### src/rtl/mips_defs.sv
`default_nettype none
// ============================================================================
//  Module   : mips_defs (package)
//  Brief    : Shared execute-stage definitions: ALU op codes, ALU result
//             types and the multiply/divide unit state encoding.
//  Revision : 1.0 - initial release with MULT/MULTU/DIV/DIVU support
// ============================================================================
package mips_defs;

    // ALU operation codes for the multiply/divide group
    localparam logic [7:0] EXE_MULT  = 8'h14;
    localparam logic [7:0] EXE_MULTU = 8'h15;
    localparam logic [7:0] EXE_DIV   = 8'h16;
    localparam logic [7:0] EXE_DIVU  = 8'h17;

    // ALU result type codes used by the execute-stage result mux
    localparam logic [2:0] EXE_RES_NOP   = 3'b000;
    localparam logic [2:0] EXE_RES_LOGIC = 3'b001;
    localparam logic [2:0] EXE_RES_SHIFT = 3'b010;
    localparam logic [2:0] EXE_RES_MOVE  = 3'b011;
    localparam logic [2:0] EXE_RES_ARITH = 3'b100;
    localparam logic [2:0] EXE_RES_MUL   = 3'b101;

    // Multiply/divide unit sequencing states
    typedef enum logic [1:0] {
        IDLE = 2'd0,
        MUL  = 2'd1,
        DIV  = 2'd2,
        DONE = 2'd3
    } muldiv_state_t;

endpackage : mips_defs
`default_nettype wire

### src/rtl/div_radix2.sv
`default_nettype none
// ============================================================================
//  Module   : div_radix2
//  Brief    : Iterative unsigned radix-2 restoring divider. One quotient bit
//             per cycle; done_o flags the final iteration and the quotient/
//             remainder outputs carry that iteration's result combinationally
//             so the caller can register it on the same edge.
//  Revision : 1.0 - initial release
// ============================================================================
module div_radix2 #(
    parameter int XLEN = 32
) (
    input  logic            clk,
    input  logic            rst_n,
    input  logic            start_i,
    input  logic            abort_i,
    input  logic [XLEN-1:0] dividend_i,
    input  logic [XLEN-1:0] divisor_i,
    output logic            done_o,
    output logic [XLEN-1:0] quotient_o,
    output logic [XLEN-1:0] remainder_o
);

    localparam int                 c_cnt_w = $clog2(XLEN + 1);
    localparam logic [c_cnt_w-1:0] c_iters = c_cnt_w'(XLEN);
    localparam logic [c_cnt_w-1:0] c_last  = c_cnt_w'(1);

    logic               r_busy;
    logic [c_cnt_w-1:0] r_cnt;
    logic [XLEN-1:0]    r_rem;
    logic [XLEN-1:0]    r_quo;
    logic [XLEN-1:0]    r_dsr;

    logic [XLEN:0]      w_shift;
    logic [XLEN:0]      w_diff;
    logic               w_fits;
    logic [XLEN-1:0]    w_rem_next;
    logic [XLEN-1:0]    w_quo_next;

    // Trial subtraction: shift the next dividend bit into the partial
    // remainder and keep the difference only if it did not go negative.
    assign w_shift    = {r_rem, r_quo[XLEN-1]};
    assign w_diff     = w_shift - {1'b0, r_dsr};
    assign w_fits     = ~w_diff[XLEN];
    assign w_rem_next = w_fits ? w_diff[XLEN-1:0] : w_shift[XLEN-1:0];
    assign w_quo_next = {r_quo[XLEN-2:0], w_fits};

    assign done_o      = r_busy && (r_cnt == c_last);
    assign quotient_o  = w_quo_next;
    assign remainder_o = w_rem_next;

    // Load operands on start, then retire one quotient bit per cycle
    always_ff @(posedge clk or negedge rst_n) begin
        if (!rst_n) begin
            r_busy <= 1'b0;
            r_cnt  <= '0;
            r_rem  <= '0;
            r_quo  <= '0;
            r_dsr  <= '0;
        end else if (abort_i) begin
            r_busy <= 1'b0;
            r_cnt  <= '0;
        end else if (start_i) begin
            r_busy <= 1'b1;
            r_cnt  <= c_iters;
            r_rem  <= '0;
            r_quo  <= dividend_i;
            r_dsr  <= divisor_i;
        end else if (r_busy) begin
            r_rem <= w_rem_next;
            r_quo <= w_quo_next;
            r_cnt <= r_cnt - c_last;
            if (r_cnt == c_last) begin
                r_busy <= 1'b0;
            end
        end
    end

endmodule : div_radix2
`default_nettype wire

### src/rtl/exe_muldiv_unit.sv
`default_nettype none
// ============================================================================
//  Module   : exe_muldiv_unit
//  Brief    : Multi-cycle MULT/MULTU/DIV/DIVU engine for the execute stage.
//             Stalls the pipe while working, then presents {HI, LO} for one
//             cycle with done_o so it travels with the owning instruction.
//  Revision : 1.0 - initial release
// ============================================================================
module exe_muldiv_unit
    import mips_defs::*;
#(
    parameter int XLEN    = 32,
    parameter int MUL_LAT = 2,
    parameter int ALUOP_W = 8
) (
    input  logic              clk,
    input  logic              rst_n,
    input  logic [ALUOP_W-1:0] exe_aluop_i,
    input  logic [XLEN-1:0]   exe_src1_i,
    input  logic [XLEN-1:0]   exe_src2_i,
    input  logic              start_i,
    input  logic              flush_i,
    output logic              stall_o,
    output logic              busy_o,
    output logic              done_o,
    output logic [2*XLEN-1:0] hilo_o
);

    localparam int                  c_mcnt_w   = (MUL_LAT > 1) ? $clog2(MUL_LAT) : 1;
    localparam logic [c_mcnt_w-1:0] c_mul_last = c_mcnt_w'(MUL_LAT - 1);
    localparam logic [c_mcnt_w-1:0] c_mcnt_one = c_mcnt_w'(1);

    muldiv_state_t       r_state;
    logic [XLEN-1:0]     r_a;
    logic [XLEN-1:0]     r_b;
    logic                r_signed;
    logic                r_neg_q;
    logic                r_neg_r;
    logic [c_mcnt_w-1:0] r_mcnt;
    logic [2*XLEN-1:0]   r_hilo;

    logic                w_is_mult;
    logic                w_is_multu;
    logic                w_is_div;
    logic                w_is_divu;
    logic                w_is_mul_op;
    logic                w_is_div_op;
    logic                w_is_muldiv;
    logic                w_accept;
    logic                w_div_zero;
    logic                w_div_start;
    logic                w_div_abort;
    logic                w_s1_neg;
    logic                w_s2_neg;
    logic [XLEN-1:0]     w_abs1;
    logic [XLEN-1:0]     w_abs2;
    logic                w_dv_done;
    logic [XLEN-1:0]     w_dv_quo;
    logic [XLEN-1:0]     w_dv_rem;
    logic [XLEN-1:0]     w_quo_fix;
    logic [XLEN-1:0]     w_rem_fix;
    logic [2*XLEN-1:0]   w_mul_a;
    logic [2*XLEN-1:0]   w_mul_b;
    logic [2*XLEN-1:0]   w_prod;

    // Operation decode
    assign w_is_mult   = (exe_aluop_i == ALUOP_W'(EXE_MULT));
    assign w_is_multu  = (exe_aluop_i == ALUOP_W'(EXE_MULTU));
    assign w_is_div    = (exe_aluop_i == ALUOP_W'(EXE_DIV));
    assign w_is_divu   = (exe_aluop_i == ALUOP_W'(EXE_DIVU));
    assign w_is_mul_op = w_is_mult | w_is_multu;
    assign w_is_div_op = w_is_div | w_is_divu;
    assign w_is_muldiv = w_is_mul_op | w_is_div_op;

    // Acceptance happens only from IDLE; a flush in the same cycle wins
    assign w_accept    = (r_state == IDLE) && start_i && w_is_muldiv && !flush_i;
    assign w_div_zero  = (exe_src2_i == '0);
    assign w_div_start = w_accept && w_is_div_op && !w_div_zero;
    assign w_div_abort = flush_i && (r_state == DIV);

    // Signed divide works on magnitudes; the most negative value maps onto
    // itself, which is already its correct unsigned magnitude.
    assign w_s1_neg = w_is_div && exe_src1_i[XLEN-1];
    assign w_s2_neg = w_is_div && exe_src2_i[XLEN-1];
    assign w_abs1   = w_s1_neg ? (-exe_src1_i) : exe_src1_i;
    assign w_abs2   = w_s2_neg ? (-exe_src2_i) : exe_src2_i;

    div_radix2 #(
        .XLEN (XLEN)
    ) u_div (
        .clk         (clk),
        .rst_n       (rst_n),
        .start_i     (w_div_start),
        .abort_i     (w_div_abort),
        .dividend_i  (w_abs1),
        .divisor_i   (w_abs2),
        .done_o      (w_dv_done),
        .quotient_o  (w_dv_quo),
        .remainder_o (w_dv_rem)
    );

    // Sign post-processing of the unsigned divider result
    assign w_quo_fix = r_neg_q ? (-w_dv_quo) : w_dv_quo;
    assign w_rem_fix = r_neg_r ? (-w_dv_rem) : w_dv_rem;

    // Full-width product: extend both operands to 2*XLEN, the low 2*XLEN
    // bits of the product are then exact for both signed and unsigned.
    assign w_mul_a = r_signed ? {{XLEN{r_a[XLEN-1]}}, r_a} : {{XLEN{1'b0}}, r_a};
    assign w_mul_b = r_signed ? {{XLEN{r_b[XLEN-1]}}, r_b} : {{XLEN{1'b0}}, r_b};
    assign w_prod  = w_mul_a * w_mul_b;

    // Sequencer: operand capture, multiply latency count, result capture
    always_ff @(posedge clk or negedge rst_n) begin
        if (!rst_n) begin
            r_state  <= IDLE;
            r_a      <= '0;
            r_b      <= '0;
            r_signed <= 1'b0;
            r_neg_q  <= 1'b0;
            r_neg_r  <= 1'b0;
            r_mcnt   <= '0;
            r_hilo   <= '0;
        end else begin
            case (r_state)
                IDLE: begin
                    if (w_accept) begin
                        if (w_is_mul_op) begin
                            r_a      <= exe_src1_i;
                            r_b      <= exe_src2_i;
                            r_signed <= w_is_mult;
                            r_mcnt   <= '0;
                            r_state  <= MUL;
                        end else if (w_div_zero) begin
                            r_hilo  <= {exe_src1_i, {XLEN{1'b1}}};
                            r_state <= DONE;
                        end else begin
                            r_neg_q <= w_s1_neg ^ w_s2_neg;
                            r_neg_r <= w_s1_neg;
                            r_state <= DIV;
                        end
                    end
                end
                MUL: begin
                    if (flush_i) begin
                        r_state <= IDLE;
                    end else if (r_mcnt == c_mul_last) begin
                        r_hilo  <= w_prod;
                        r_state <= DONE;
                    end else begin
                        r_mcnt <= r_mcnt + c_mcnt_one;
                    end
                end
                DIV: begin
                    if (flush_i) begin
                        r_state <= IDLE;
                    end else if (w_dv_done) begin
                        r_hilo  <= {w_rem_fix, w_quo_fix};
                        r_state <= DONE;
                    end
                end
                DONE: begin
                    r_state <= IDLE;
                end
                default: begin
                    r_state <= IDLE;
                end
            endcase
        end
    end

    // Stall is combinational so the pipe freezes already in the accept cycle
    assign stall_o = ((r_state == IDLE) && start_i && w_is_muldiv) ||
                     (r_state == MUL) || (r_state == DIV);
    assign busy_o  = (r_state != IDLE);
    // A flush landing in the DONE cycle kills the result pulse
    assign done_o  = (r_state == DONE) && !flush_i;
    assign hilo_o  = r_hilo;

endmodule : exe_muldiv_unit
`default_nettype wire

### config.mk
export PLATFORM = sky130hd
export DESIGN_NAME = exe_muldiv_unit
export DESIGN_NICKNAME = d
export VERILOG_FILES = /design/src/rtl/mips_defs.sv /design/src/rtl/div_radix2.sv /design/src/rtl/exe_muldiv_unit.sv
export SDC_FILE = /design/constraint.sdc
export NUM_CORES = 2
export LEC_CHECK = 0
export BUFFER_PORTS_ARGS = -buffer_cell sky130_fd_sc_hd__buf_2
export CORE_MARGIN = 8
export CORE_UTILIZATION = 55
export DETAILED_ROUTE_END_ITERATION = 6
export PLACE_DENSITY = 0.72
export SLEW_MARGIN = 20
export SYNTH_ARGS = -nofsm -noshare
export SYNTH_HDL_FRONTEND = slang
export SYNTH_SLANG_ARGS = --single-unit
export TNS_END_PERCENT = 30
### constraint.sdc
create_clock -name clk -period 11.5 [get_ports clk]
set_clock_uncertainty 0.2 [all_clocks]
set_input_delay 1.15 -clock clk [delete_from_list [all_inputs] [get_ports clk]]
set_output_delay 1.15 -clock clk [all_outputs]
set_load 0.01 [all_outputs]
==> results.sh <==
export IMPL_status="complete, but fails checks"
export IMPL_violations="design-rule violations"
export IMPL_dieArea_sq_mm=0.1260
export IMPL_gr_total_overflow=0
export IMPL_clockRootBuffer="clkbuf_16"
export IMPL_synth_seq_cells=237
export IMPL_cts_htree_levels=1
export IMPL_routed_wl_mm=183.3
export IMPL_synth_mux_area_share_pct=1.594
export IMPL_syn_instance_count=6875
export IMPL_critPathMaxStageDelay_ns=0.95
export IMPL_via_count=47500
export IMPL_gp_congestion=0.9913
export IMPL_route_detailed_drc=11
export IMPL_synth_edf_count=0
export IMPL_cts_tree="yes"
export IMPL_rr_worst_depth=32
export IMPL_yosys_warnings=0
export IMPL_whs_ns=0.2889
export IMPL_crit_arrival_ns=10.72
export IMPL_yosys_area_share_adder_pct=51.99
export IMPL_synth_top_area_cell="fa_1"
export IMPL_grt_max_degree=149
export IMPL_r2r_start="r_a[31]$_DFFE_PN0P_"
export IMPL_yosys_top_cells_area="fa_1 45%, inv_1 9.4%, dfrtp_1 9.4%, ha_1 7.0%, and2_1 5.7%"
export IMPL_grt_total_usage_pct=29.76
export IMPL_nets=8649
export IMPL_antenna_found_initial=16
export IMPL_numCtsBuffers=27
export IMPL_path_clk_slew_ns=0.06
export IMPL_slowest_stage="fa_1"
export IMPL_relSlewSlack_pct=27.73
export IMPL_placed_cell_area_sq_mm=0.06528
export IMPL_slew_violations=0
export IMPL_grt_pass1_vias=51350
export IMPL_cp_max_fo=15
export IMPL_holdPathEnd="hilo_o[32]$_DFFE_PN0P_"
export IMPL_ioPinCount=143
export IMPL_fmax_mhz=95.30
export IMPL_cts_max_path_buffers=3
export IMPL_area_growth_pct=4.795
export IMPL_hold_path_class="flop to flop"
export IMPL_synthXorXnorAreaFrac_pct=3.536
export IMPL_cp_required_ns=11.73
export IMPL_cts_resized=0
export IMPL_final_util_pct=57.97
export IMPL_ant_nets=0
export IMPL_finalHoldViolations=0
export IMPL_coreArea_sq_mm=0.1142
export IMPL_finalPower_mw=3.680
export IMPL_crit_path_frequent_cell="fa_1"
export IMPL_io_buffers=142
export IMPL_rr_endpoint="hilo_o[59]$_DFFE_PN0P_"
export IMPL_synth_compound_area_share_pct=7.857
export IMPL_synthSimpleGateAreaFrac_pct=14.08
export IMPL_yosysSeqAreaShare_pct=9.389
export IMPL_powerDensity_mw_per_mm2=55.59
export IMPL_syn_cell_area_sq_mm=0.06317
export IMPL_synth_common_cells="1587 x inv_1, 1420 x fa_1, 753 x nand2_1, 576 x and2_1, 352 x ha_1"
export IMPL_synthDominantCellAreaShare_pct=45.00
export IMPL_start_util_pct=55.32
export IMPL_maxCapViolCount=0
export IMPL_cts_sinks=237
export IMPL_syn_num_nets=8723
export IMPL_min_path_cells=2
export IMPL_tightest_slew_ns=1.084
export IMPL_yosysMostFrequentCell="inv_1"
export IMPL_grt_pass1_wl_mm=293.5
export IMPL_finalSetupTns_ns=0
export IMPL_die_h_um=354.9
export IMPL_clkLatencyLatePin_ns=0.57
export IMPL_syn_avg_cell_area_sq_um=9.188
export IMPL_wl_per_cell_um=21.96
export IMPL_ys_types=100
export IMPL_final_area_sq_mm=0.06620
export IMPL_via_per_inst=5.691
export IMPL_synth_top_family_by_area="adder cells"
export IMPL_startpoint_type="flop"
export IMPL_leakage_nw=34.20
export IMPL_fin_crit_ns=10.49
export IMPL_hpwl_mm=152.9
export IMPL_grt_setup_unrepaired="false"
export IMPL_finalCritPeriodShare_pct=91.25
export IMPL_min_from="hilo_o[32]$_DFFE_PN0P_"
export IMPL_synth_flop_cell="dfrtp_1"
export IMPL_synthArstFlopShare_pct=100.0
export IMPL_cts_hold_buffers=0
export IMPL_end_kind="flop"
export IMPL_drive_above_1_share_pct=6.172
export IMPL_rrSetupSlack_ns=1.01
export IMPL_setup_viol=0
export IMPL_path_class="flop to flop"
export IMPL_drtIter0Drc=4273
export IMPL_ir_worst_vdd_mv=0.1885
export IMPL_firstDrtPassIters=7
export IMPL_postCtsSetupRepairBufs=0
export IMPL_die_x_um=354.9
export IMPL_rows=124
## sequential cells by signal (all words and copies together), names as in the netlist
register,count
hilo_o,64
r_a,32
r_b,32
u_div.r_dsr,32
u_div.r_quo,32
u_div.r_rem,32
u_div.r_cnt,6
r_state,2
r_mcnt,1
r_neg_q,1
r_neg_r,1
r_signed,1
u_div.r_busy,1
## metrics by stage
step / std cells / setup WS, ns
finish: 8347 / 1.007
global route: 8343 / 0.5834
CTS: 8333 / 1.042
detailed placement: 8284 / 1.081
global placement: 8284 / 1.206
floorplan: 6875 / 2.047
## critical path, delay by kind of cell (launching register included)
family | cells | cell delay (ns)
fa+ha+maj | 11 | 6.07
compound gates | 8 | 1.87
buf+inv | 8 | 0.88
simple gates | 4 | 0.75
flops | 1 | 0.52
xor+xnor | 1 | 0.06
## cells by family (layout without fill, tap and decap cells)
kind of cell	count (synthesis)	after routing
AO/OA/AOI/OAI	773	773
other	0	14
buffers and inverters	1937	1883
XOR/XNOR	255	255
flip-flops	237	237
adder cells (fa/ha/maj)	1773	1773
AND/OR/NAND/NOR	1808	1808
multiplexers	92	92
## power breakdown
part / switching [mW] / internal (mW)
sequential: 0.210 / 0.988
combinational: 1.08 / 0.513
clock: 0.384 / 0.503
total: 1.68 / 2.00
## area by class of cell
class                   count  area (sq um)
diodes                     14         35.03
clock buffers              35         745.7
clock inverters            14         136.4
fillers                 10080         47990
inverters                1590          5968
multi-input cells        4701         49980
flip-flops and latches    237          5947
well taps                1512          1892
repair buffers            244          1499
## cell usage in the layout (no fill, tap or decap), types with 27 or more instances in the layout
cell and instances:
o21a_1 29, nand2_1 752, clkbuf_16 27, dfrtp_1 224, xnor2_1 176, inv_1 1586, and2_1 576, nand3_1 31
o21ai_0 241, xor2_1 79, buf_4 101, a31oi_1 29, nor2_1 204, mux2_2 69, buf_2 141, nor3_1 56
ha_1 350, a21oi_1 181, fa_1 1420, and3_1 37, o31ai_1 27, a21o_1 59, a221oi_1 43
## how the worst max path moves through the flow
stage,slack (ns),start,endpoint,cells after the start
global placement,1.21,r_a[31]$_DFFE_PN0P_,hilo_o[59]$_DFFE_PN0P_,32
CTS,1.04,r_a[31]$_DFFE_PN0P_,hilo_o[59]$_DFFE_PN0P_,32
detailed placement,1.08,r_a[31]$_DFFE_PN0P_,hilo_o[59]$_DFFE_PN0P_,32
global route,0.58,r_a[31]$_DFFE_PN0P_,hilo_o[59]$_DFFE_PN0P_,32
finish,1.01,r_a[31]$_DFFE_PN0P_,hilo_o[59]$_DFFE_PN0P_,32
floorplan,2.05,r_signed$_DFFE_PN0P_,hilo_o[59]$_DFFE_PN0P_,32
## per-layer routing
metal / global-route usage (%) / vias up / share of wire [%]
met5: 0.1153 / - / 0.015
met1: 38.75 / 24390 / 39
met2: 48.76 / 2069 / 48
met3: 4.479 / 519 / 7.4
met4: 14.73 / 4 / 6.1
li1: - / 20520 / -
No activity file was read; power rests on OpenSTA's default activity.
